===== src/rtl/stage_3_carry_pkg.sv =====
// stage_3_carry_pkg: shared widths, constants and state encoding for the carry-resolution stage
package stage_3_carry_pkg;
    localparam int BYTE_WIDTH = 8;
    localparam int RUN_WIDTH  = 8;
    localparam int PC_WIDTH   = BYTE_WIDTH + 1;
    localparam int CARRY_BIT  = BYTE_WIDTH;
    localparam int BYTE_MSB   = BYTE_WIDTH - 1;
    localparam logic [BYTE_WIDTH-1:0] BYTE_FF     = 8'hFF;
    localparam logic [PC_WIDTH-1:0]   PRECARRY_FF = 9'h0FF;
    localparam logic [RUN_WIDTH-1:0]  RUN_MAX     = '1;

    typedef enum logic [2:0] {
        IDLE,
        HOLD,
        EMIT_HELD,
        EMIT_RUN,
        FLUSH_HELD,
        FLUSH_RUN
    } state_e;

    // A carry turns every pending 0xFF into 0x00
    function automatic logic [BYTE_WIDTH-1:0] run_byte(input logic c);
        return c ? '0 : BYTE_FF;
    endfunction
endpackage


===== src/rtl/stage_3_carry_if.sv =====
// stage_3_carry_if: pre-carry input, byte output and status signals of the carry stage
interface stage_3_carry_if;
    import stage_3_carry_pkg::*;
    logic                  in_valid;
    logic                  in_ready;
    logic [PC_WIDTH-1:0]   in_precarry;
    logic                  in_flush;
    logic                  out_valid;
    logic                  out_ready;
    logic [BYTE_WIDTH-1:0] out_byte;
    logic                  out_last;
    logic                  flush_done;
    logic                  run_overflow;

    modport master (
        output in_valid, in_precarry, in_flush, out_ready,
        input  in_ready, out_valid, out_byte, out_last, flush_done, run_overflow
    );
    modport slave (
        input  in_valid, in_precarry, in_flush, out_ready,
        output in_ready, out_valid, out_byte, out_last, flush_done, run_overflow
    );
endinterface


===== src/rtl/stage_3_carry_out_byte_reg.sv =====
// stage_3_carry_out_byte_reg: single-entry valid/ready output register, stable while stalled
module stage_3_carry_out_byte_reg
    import stage_3_carry_pkg::*;
(
    input  logic                  clk,
    input  logic                  reset,
    input  logic                  load_i,
    input  logic [BYTE_WIDTH-1:0] byte_i,
    input  logic                  last_i,
    input  logic                  ready_i,
    output logic                  valid_o,
    output logic [BYTE_WIDTH-1:0] byte_o,
    output logic                  last_o
);
    logic                  valid_q;
    logic [BYTE_WIDTH-1:0] byte_q;
    logic                  last_q;

    // The owner only loads when empty or while the current byte is being taken
    always_ff @(posedge clk) begin
        if (reset) begin
            valid_q <= 1'b0;
            byte_q  <= '0;
            last_q  <= 1'b0;
        end else if (load_i) begin
            valid_q <= 1'b1;
            byte_q  <= byte_i;
            last_q  <= last_i;
        end else if (ready_i) begin
            valid_q <= 1'b0;
        end
    end

    assign valid_o = valid_q;
    assign byte_o  = byte_q;
    assign last_o  = last_q;
endmodule


===== src/rtl/stage_3_carry.sv =====
// stage_3_carry: resolves carries into the held byte and pending 0xFF run, emits final bytes
module stage_3_carry
    import stage_3_carry_pkg::*;
(
    input  logic           clk,
    input  logic           reset,
    stage_3_carry_if.slave bus
);
    state_e                state_q;
    logic [BYTE_WIDTH-1:0] held_q;
    logic [RUN_WIDTH-1:0]  run_q;
    logic                  carry_q;
    logic                  flush_pend_q;
    logic                  flush_done_q;
    logic                  overflow_q;

    logic                  in_ready, acc, flush_acc, is_ff, in_c, hs;
    logic                  emitting, flushing, start_flush, emit_new, more;
    logic                  load_d, last_d;
    logic [BYTE_WIDTH-1:0] byte_d;

    always_comb begin
        in_ready    = !reset && (state_q == IDLE || state_q == HOLD) && !flush_pend_q;
        acc         = bus.in_valid && in_ready;
        flush_acc   = bus.in_flush && in_ready;
        is_ff       = bus.in_precarry == PRECARRY_FF;
        in_c        = bus.in_precarry[CARRY_BIT];
        hs          = bus.out_valid && bus.out_ready;
        emitting    = state_q == EMIT_HELD || state_q == EMIT_RUN;
        flushing    = state_q == FLUSH_HELD || state_q == FLUSH_RUN;
        start_flush = state_q == HOLD && (flush_pend_q || (flush_acc && !bus.in_valid));
        emit_new    = state_q == HOLD && acc && !is_ff;
        more        = hs && (emitting || flushing) && run_q != '0;
        load_d      = start_flush || emit_new || more;
        byte_d      = start_flush ? held_q :
                      emit_new    ? held_q + BYTE_WIDTH'(in_c) :
                      flushing    ? BYTE_FF : run_byte(carry_q);
        last_d      = start_flush ? (run_q == '0) : (flushing && run_q == RUN_WIDTH'(1));
    end

    always_ff @(posedge clk) begin
        if (reset) begin
            state_q      <= IDLE;
            held_q       <= '0;
            run_q        <= '0;
            carry_q      <= 1'b0;
            flush_pend_q <= 1'b0;
            flush_done_q <= 1'b0;
            overflow_q   <= 1'b0;
        end else begin
            flush_done_q <= 1'b0;
            if (emit_new)
                assert (!(in_c && held_q == BYTE_FF));
            case (state_q)
                IDLE: begin
                    if (acc) begin
                        held_q       <= bus.in_precarry[BYTE_MSB:0];
                        flush_pend_q <= bus.in_flush;
                        state_q      <= HOLD;
                    end else if (flush_acc) begin
                        flush_done_q <= 1'b1;
                    end
                end
                HOLD: begin
                    if (start_flush) begin
                        flush_pend_q <= 1'b0;
                        state_q      <= FLUSH_HELD;
                    end else if (acc && is_ff) begin
                        run_q        <= (run_q == RUN_MAX) ? run_q : run_q + RUN_WIDTH'(1);
                        overflow_q   <= overflow_q || run_q == RUN_MAX;
                        flush_pend_q <= bus.in_flush;
                    end else if (acc) begin
                        carry_q      <= in_c;
                        held_q       <= bus.in_precarry[BYTE_MSB:0];
                        flush_pend_q <= bus.in_flush;
                        state_q      <= EMIT_HELD;
                    end
                end
                EMIT_HELD, EMIT_RUN: begin
                    if (hs) begin
                        run_q   <= (run_q != '0) ? run_q - RUN_WIDTH'(1) : run_q;
                        state_q <= (run_q != '0) ? EMIT_RUN : HOLD;
                    end
                end
                FLUSH_HELD, FLUSH_RUN: begin
                    if (hs && run_q != '0) begin
                        run_q   <= run_q - RUN_WIDTH'(1);
                        state_q <= FLUSH_RUN;
                    end else if (hs) begin
                        held_q       <= '0;
                        flush_done_q <= 1'b1;
                        state_q      <= IDLE;
                    end
                end
                default: state_q <= IDLE;
            endcase
        end
    end

    stage_3_carry_out_byte_reg u_out (
        .clk    (clk),
        .reset  (reset),
        .load_i (load_d),
        .byte_i (byte_d),
        .last_i (last_d),
        .ready_i(bus.out_ready),
        .valid_o(bus.out_valid),
        .byte_o (bus.out_byte),
        .last_o (bus.out_last)
    );

    assign bus.in_ready     = in_ready;
    assign bus.flush_done   = flush_done_q;
    assign bus.run_overflow = overflow_q;
endmodule


===== src/flat_wrapper.sv =====
// flat-port wrapper written by rule: the top's interface ports become plain ports
module stage_3_carry_flat import stage_3_carry_pkg::*;
  (clk, reset, bus_in_valid, bus_in_precarry, bus_in_flush, bus_out_ready, bus_in_ready, bus_out_valid, bus_out_byte, bus_out_last, bus_flush_done, bus_run_overflow);
  stage_3_carry_if bus_i ();
  input  logic clk;
  input  logic reset;
  input wire logic [$bits(bus_i.in_valid)-1:0] bus_in_valid;
  input wire logic [$bits(bus_i.in_precarry)-1:0] bus_in_precarry;
  input wire logic [$bits(bus_i.in_flush)-1:0] bus_in_flush;
  input wire logic [$bits(bus_i.out_ready)-1:0] bus_out_ready;
  output wire logic [$bits(bus_i.in_ready)-1:0] bus_in_ready;
  output wire logic [$bits(bus_i.out_valid)-1:0] bus_out_valid;
  output wire logic [$bits(bus_i.out_byte)-1:0] bus_out_byte;
  output wire logic [$bits(bus_i.out_last)-1:0] bus_out_last;
  output wire logic [$bits(bus_i.flush_done)-1:0] bus_flush_done;
  output wire logic [$bits(bus_i.run_overflow)-1:0] bus_run_overflow;
  assign bus_i.in_valid = bus_in_valid;
  assign bus_i.in_precarry = bus_in_precarry;
  assign bus_i.in_flush = bus_in_flush;
  assign bus_i.out_ready = bus_out_ready;
  assign bus_in_ready = bus_i.in_ready;
  assign bus_out_valid = bus_i.out_valid;
  assign bus_out_byte = bus_i.out_byte;
  assign bus_out_last = bus_i.out_last;
  assign bus_flush_done = bus_i.flush_done;
  assign bus_run_overflow = bus_i.run_overflow;
  stage_3_carry u_core (.clk(clk), .reset(reset), .bus(bus_i));
endmodule

===== config.mk =====
export PLATFORM = sky130hd
export DESIGN_NAME = stage_3_carry_flat
export DESIGN_NICKNAME = d
export VERILOG_FILES = /design/src/rtl/stage_3_carry_pkg.sv /design/src/rtl/stage_3_carry_if.sv /design/src/rtl/stage_3_carry_out_byte_reg.sv /design/src/rtl/stage_3_carry.sv /design/src/flat_wrapper.sv
export SDC_FILE = /design/constraint.sdc
export NUM_CORES = 1
export LEC_CHECK = 0
export CAP_MARGIN = 20
export CORE_UTILIZATION = 40
export DETAILED_ROUTE_END_ITERATION = 16
export PLACE_DENSITY = 0.62
export SLEW_MARGIN = 20
export SYNTH_ARGS = -nofsm -noshare
export SYNTH_HDL_FRONTEND = slang
export SYNTH_HIERARCHICAL = 1
export SYNTH_SLANG_ARGS = --single-unit
export TNS_END_PERCENT = 20

===== constraint.sdc =====
create_clock -name clk -period 5.9 [get_ports clk]
set_clock_uncertainty 0.1 [all_clocks]
set_input_delay 1.77 -clock clk [delete_from_list [all_inputs] [get_ports clk]]
set_output_delay 1.77 -clock clk [all_outputs]
set_load 0.01 [all_outputs]

==> After elaboration in Yosys (flattened, before gate mapping) <==
Index checks and enable logic that the tools add are counted.
{ "classes": {"addsub": 3, "eq_ne": 21, "n_mux": 38, "bitwise": 2, "reduce_logical": 40} }
{ "ops": {"columns": ["op", "n"], "rows": [
  ["8-bit two-way mux", 15],
  ["8-bit one-hot mux with 3 select lines", 2],
  ["3-bit two-way mux", 7],
  ["1-bit logical AND", 14],
  ["3-bit one-hot mux with 4 select lines", 1],
  ["1-bit two-way mux", 10],
  ["2-bit by 1-bit != test with 1-bit output (second input constant)", 5],
  ["2-bit != test (second input constant)", 5],
  ["5-bit AND reduction", 2],
  ["9-bit by 8-bit equality test with 1-bit output (second input constant)", 1],
  ["8-bit by 1-bit adder with 8-bit output", 1],
  ["8-bit by 1-bit adder with 8-bit output (second input constant)", 1],
  ["8-bit by 1-bit equality test with 1-bit output (second input constant)", 1],
  ["8-bit equality test (second input constant)", 1],
  ["8-bit zero test", 1],
  ["1-bit logical OR", 8],
  ["8-bit nonzero test", 1],
  ["8-bit by 1-bit subtractor with 8-bit output (second input constant)", 1],
  ["7-bit AND reduction", 1],
  ["3-bit by 2-bit equality test with 1-bit output (second input constant)", 2],
  ["3-bit equality test (second input constant)", 2],
  ["3-bit by 1-bit != test with 1-bit output (second input constant)", 2],
  ["3-bit nonzero test", 2],
  ["1-bit zero test", 4],
  ["10 further kinds", 14]
]} }
{ "totals": {"register_bits": 33, "input_bits": 14, "output_inout_bits": 13, "wordCells": 114} }

==> Logic depth before layout (Yosys ltp) <==
Gate-level depths: netlist (run 1).
{ "logic_depth": {"ltp_word": 11, "mapped_depth": 9, "ltp_nobuf": 8} }

==> By module <==
Netlist (run 1), hierarchy kept.
{ "by_module_without_submodules": {"columns": ["module", "instances", "cells_per_inst", "area_per_inst_um2", "seq_area_each_um2"], "rows": [
  ["stage_3_carry", 1, 202, 1600.3, 460.4],
  ["stage_3_carry_out_byte_reg", 1, 33, 355.3, 200.2]
]} }

==> Least setup slack after synthesis (run 1) <==
No wires, ideal clock.
{ "synth_timing": {"kind": "in2out", "start": "input port reset", "end": "output port bus_in_ready", "arrival_ps": 2244, "t_required_ps": 4030, "slack_ps": 1786, "cell_stages": 2, "path_buffers": 1, "path_cell_list": "clkbuf_1 -> nor4_4"} }
{ "synth_via": {"elab_chain_cells": 3} }
{ "synth_rtl": {"columns": ["element", "line", "rtl"], "rows": [
  ["from (decl)", "flat_wrapper.sv:6", "input logic reset;"],
  ["1-bit zero test", "stage_3_carry.sv:23", "in_ready = !reset && (state_q == IDLE || state_q == HOLD) && !flush_pend_q;"],
  ["1-bit logical AND (2 in a row)", "stage_3_carry.sv:23", null],
  ["to (decl)", "flat_wrapper.sv:11", "output wire logic [$bits(bus_i.in_ready)-1:0] bus_in_ready;"]
]} }
No other way between the ends.

==> Worst setup path in the final report (run 1) <==
Ends and elaborated chain as after synthesis.

==> run metrics, run 1 <==
ANT cells 0; register-to-register setup slack ~3.4 ns; final hold violation count 0; max incr delay on CP 0.60 ns; Rows 25; max_cap viols 0; CP Launch Type primary input; Net Count, Synth 254; worst min-delay path class flip-flop to flip-flop; global-route wire length before repair ~7.2 mm; htree depth 2; reg-to-reg critical path endpoint u_core/u_out/byte_o[7]$_SDFFE_PP0P_; hold depth 2; largest net degree at the start of global routing 38; vias in the first global route 1587; Avg WL per Cell between 10 and 15 µm; Crit path max-delay family buffers and inverters; Clock Tree Root clkbuf_8; Syn Std Cell Area 1960 µm²; CP Data Required Time around 4.0 ns; Tightest Pin Transition around 0.65 ns; nature of the critical path endpoint output port; Die Ht 71.9 µm; Global Route Usage Sum about 18%; outcome completed; Die ar. just over 5000 µm²; final period utilization between 80% and 90%; hold endpoint u_core/held_q[0]$_SDFFE_PP0P_; DRT Wirelength 4.38 mm; register bit total from synthesis 33; Post-Syn Area per Cell 8.32 µm²; critical path class primary input to output port; Tmin final between 4 and 5 ns; initial antenna violation count 0; placed cell count approximately 320; PortBufs 26; Reg clk slew, reported paths about 0.07 ns; R2R Path Start u_core/state_q[1]$_SDFFE_PP0P_; post-route ant nets 0; relative slew slack a little under three fifths; starting density of the core about two fifths; Vias ~1800; Max VDD drop just over 80 µV; fmax between 200 and 250 MHz; total power 610 µW; global route overflow 0; Post-CTS Setup Bufs 0; RSZ-0062 raised after global routing false; Final Non-Filler Cells 326; Placer Congestion around 0.78; post-synthesis cell type count between 40 and 50; sequential-to-total area share from yosys stat roughly 34%; layout cells sized above 1 6.95%; YS warnings 6; Final HPWL DP slightly above 3 mm; most common cell in the netlist dfxtp_1; Inserted Clock Buffers 5; sequence of cells on the critical path clkdlybuf4s50_1 -> nor4_4 -> clkdlybuf4s50_1; post-synth top area cell dfxtp_1; leakage power 0.000850 µW; worst skew pair latency ~0.29 ns; PostCTS Resize Cnt 0; PwrDens approximately 260 nW/µm²; count of final setup violators 0; hold_buf cts 0; drt drc 0; Synth top cells by count dfxtp_1 (33), a21oi_1 (23), nand2_1 (21); total iterations of the first detailed-routing run 4; Async SR Flop Fraction 0%; DR vias/cell 5.42; CP bufs+invs 2; setup TNS 0 ns; Worst Reg-to-Reg Cells 6; CP dominant cell by count clkdlybuf4s50_1; crit path max-delay cell type clkdlybuf4s50_1; predominant post-synthesis flop cell dfxtp_1; Sink Count 33; crit-path max FO 5; # nets final around 280; clock buffer depth 2; CTS tree yes; core area about 4700 µm²; Top Ports 27; Chip Width slightly above 70 µm; Area growth syn-to-layout 19.6%; DR iter-0 viols around 150; Synth area leaders dfxtp_1 (34%), mux2i_1 (6.1%), a21oi_1 (5.9%); Worst Hold Launch u_core/held_q[0]$_SDFFE_PP0P_; Max Slew Vio Count 0; Syn Inst Count around 240; critical path data arrival time about 3.1 ns; number of synthesized flops with an enable pin 0; post-synth top area share approximately a third
==> cells by family (layout without fill, tap and decap cells) <==
logic type                 after synthesis  count (layout)  share of synthesized area [%]
adders and majority gates                5               5                           3.20
buffers and inverters                   19              43                           5.25
and+or+nand+nor                         96              96                           28.2
DFF                                     33              33                           33.8
xor gates and xnor gates                 3               3                           1.73
AOI/OAI and AO/OA                       66              66                           21.2
muxes                                   13              13                           6.72
==> final cells by class <==
type	count	area, µm²
Clock buffer	7	96.3
Clock inverter	1	5.00
Fill cell	475	2380
Inverter	7	26.3
Multi-Input combinational cell	183	1190
Sequential cell	33	661
Tap cell	67	83.8
Timing Repair Buffer	28	275
==> worst max path at each step <==
stage / start / endpoint / slack [ns] / cells past startpoint
after global placement: reset / bus_in_ready / 0.97 / 3
after global routing: reset / bus_in_ready / 0.88 / 3
final: reset / bus_in_ready / 0.94 / 3
after detailed placement: reset / bus_in_ready / 0.95 / 3
after floorplan: reset / bus_in_ready / 1.79 / 2
after CTS: reset / bus_in_ready / 0.94 / 3
==> worst reg2reg max path: stages (launching register included) <==
cell and delay (ns):
dfxtp_1 0.43, nor4_4 0.42, and3_4 0.28, nand2b_1 0.30, nand2_1 0.57, mux2i_1 0.25, nor2_1 0.06
==> where the power goes <==
part | leakage (µW) | total (µW) | internal [µW] | switching, µW
clock | 0.0000542 | 191 | 105 | 86.0
combinational | 0.000528 | 156 | 77.9 | 77.7
sequential | 0.000268 | 263 | 242 | 20.9
==> cell usage in the layout, fill, tap and decap left out, types with 8 or more instances in the layout <==
| master | Yosys | routed |
|---|---|---|
| nand2b_1 | 8 | 8 |
| o21ai_0 | 20 | 20 |
| a21oi_1 | 23 | 23 |
| mux2i_1 | 12 | 12 |
| dfxtp_1 | 33 | 33 |
| clkdlybuf4s50_1 | 0 | 26 |
| nand2_1 | 21 | 21 |
| nor2_1 | 20 | 20 |
| nand3_1 | 13 | 13 |
==> per-layer routing <==
layer / up-vias / GRT usage [%] / share of wire, % / wire, µm
li1: 908 / - / - / -
met1: 817 / 24.8 / 52 / 2280
met2: 34 / 27.4 / 43 / 1870
met3: 8 / 3.06 / 3.2 / 141
met4: 0 / 8.50 / 2.0 / 89
met5: - / 0 / 0 / 0
==> stage by stage <==
stage | setup slack (ns) | area [µm²] | hold WS (ns) | utilization, %
3_3_place_gp | 0.971 | 2240 | 0.374 | 47.4
4_1_cts | 0.938 | 2340 | 0.393 | 49.5
6_report | 0.943 | 2340 | 0.391 | 49.5
5_1_grt | 0.883 | 2340 | 0.412 | 49.5
3_5_place_dp | 0.947 | 2240 | 0.380 | 47.4
2_1_floorplan | 1.79 | 1960 | 0.349 | -
==> state kept, by name (all words and copies together) (netlist names) <==
| register | cells |
|---|---|
| u_core/carry_q | 1 |
| u_core/u_out/byte_o | 8 |
| u_core/u_out/last_o | 1 |
| u_core/run_q | 8 |
| u_core/state_q | 3 |
| u_core/bus.flush_done | 1 |
| u_core/u_out/valid_o | 1 |
| u_core/held_q | 8 |
| u_core/flush_pend_q | 1 |
| u_core/bus.run_overflow | 1 |
(Power assumes the default switching activity.)
==> run 2: changes to the inputs <==
Settings changed: PLACE_DENSITY 0.62 to 0.65.
Clock period 5.9 ns to 4.1 ns, I/O delays scaled along.
==> run 2 against run 1 <==
Register-to-register slack worse by 1.8 ns. Combinational power grew 45%. Total power rose by 37%. Via count fell by 0.34%. Critical path type unchanged. Largest cell class unchanged. Largest power group unchanged.
==> run metrics, run 2 (same netlist as run 1, synthesis figures left out) <==
Rows 25 (unchanged); Inserted Clock Buffers 5 (unchanged); PwrDens 359 nW/µm² (was 261 nW/µm²); layout cells sized above 1 6.51% (was 6.95%); fmax 266 MHz; count of final setup violators 0 (unchanged); Post-DP Area 2250 µm² (was 2240 µm²); Post-CTS Setup Bufs 0 (unchanged); multi-input combinational cell area 1190 µm² (unchanged); # nets final 279 (was 277); Avg WL per Cell 13.0 µm (was 13.4 µm); final instance area 2330 µm² (was 2340 µm²); worst skew pair latency 0.28 ns (was 0.29 ns); hold_buf cts 0 (unchanged); CP Data Required Time 2.77 ns (was 4.03 ns); PortBufs 26 (unchanged); Placer Congestion 0.817 (was 0.775); Storage cell area 661 µm² (unchanged); setup TNS 0 ns (unchanged); Final Util 49.4% (was 49.5%); Final Non-Filler Cells 328 (was 326); crit-path max FO 2 (was 5); Final HPWL DP 3.01 mm (was 3.04 mm); most frequent cells in the layout dfxtp_1 (33), clkdlybuf4s50_1 (26), a21oi_1 (23) (unchanged); Max Slew Vio Count 0 (unchanged); DRT Wirelength 4.26 mm (was 4.38 mm); Tmin final 3.75 ns; largest net degree at the start of global routing 38 (unchanged); outcome completed (unchanged); fill count 476 (was 475); final hold violation count 0 (unchanged); CP Launch Type primary input (unchanged); placed cell count 320 (was 318); relative slew slack 55.7% (was 56.2%); commonest non-fill, non-tap cell in the layout dfxtp_1 (unchanged); Die Ht 71.9 µm (unchanged); critical path class primary input to output port (unchanged); Die ar. 5170 µm² (unchanged); Sink Count 33 (unchanged); htree depth 2 (unchanged); Clock Tree Root clkbuf_8 (unchanged); DR vias/cell 5.37 (was 5.42); total iterations of the first detailed-routing run 4 (unchanged); vias in the first global route 1552 (was 1587); nature of the critical path endpoint output port (unchanged); initial antenna violation count 0 (unchanged); Global Route Usage Sum 17.8% (was 18.0%); clock buffer depth 2 (unchanged); Area growth syn-to-layout 19.3% (was 19.6%); global route overflow 0 (unchanged); critical path data arrival time 2.42 ns (was 3.09 ns); CTS tree yes (unchanged); leakage power 0.000846 µW (was 0.000850 µW); final period utilization between 90 and 100%; DR iter-0 viols 132 (was 153); post-route ant nets 0 (unchanged); core area 4720 µm² (unchanged); ANT cells 0 (unchanged); total power 838 µW (was 610 µW); Vias 1761 (was 1767); Chip Width 71.9 µm (unchanged); starting density of the core 41.4% (unchanged); RSZ-0062 raised after global routing false (unchanged); global-route wire length before repair 7.25 mm (was 7.23 mm); worst min-delay path class flip-flop to flip-flop (unchanged); Reg clk slew, reported paths 0.06 ns (was 0.07 ns); Top Ports 27 (unchanged); Tightest Pin Transition 0.664 ns (was 0.651 ns); drt drc 0 (unchanged); PostCTS Resize Cnt 0 (unchanged); Max VDD drop 182 µV (was 81.7 µV); max_cap viols 0 (unchanged)
run 2: cell count changes in the layout (fill, tap and decap cells not counted):
cell / change
buf_4: +2
clkbuf_1: +3
clkbuf_8: -2
clkinv_2: -1
run 2: routing by layer:
layer  part of all wire, %  track usage, %  wire (µm)
met5                     0               0          0
met4                   1.3            7.41         54
met3                   3.2            4.17        137
met2                    43            25.9       1850
met1                    52            25.3       2220
run 2: worst paths after layout:
path / from / to / slack [ns] / cells after the start
worst max-delay path: reset / bus_in_ready / 0.35 / 3
worst min-delay path: u_core/held_q[7]$_SDFFE_PP0P_ / u_core/held_q[7]$_SDFFE_PP0P_ / 0.39 / 2
worst max register to register: u_core/state_q[1]$_SDFFE_PP0P_ / u_core/u_out/byte_o[6]$_SDFFE_PP0P_ / 1.58 / 7
worst min register to register: u_core/held_q[7]$_SDFFE_PP0P_ / u_core/held_q[7]$_SDFFE_PP0P_ / 0.39 / 2
run 2: metrics by stage:
step                      hold WS, ns  worst slack (ns)
after floorplan                 0.349              1.07
after global placement          0.371             0.359
after detailed placement        0.379             0.337
after CTS                       0.387             0.331
after global routing            0.417             0.307
final                           0.388             0.347
run 2: layout make-up:
cell class              instances  area share (%)
clock buffers                   8            3.43
inverters                       7            1.13
multi-input cells             183            51.1
flip-flops and latches         33            28.3
well taps                      67            3.59
repair buffers                 30            12.4
run 2: power by group:
group / internal [µW] / switching, µW
sequential: 348 / 30.5
combinational: 114 / 112
clock: 121 / 113
total: 583 / 255
run 2: worst max-delay path: stages:
cell,delay [ns]
clkdlybuf4s50_1,0.46
nor4_4,0.16
clkdlybuf4s50_1,0.58
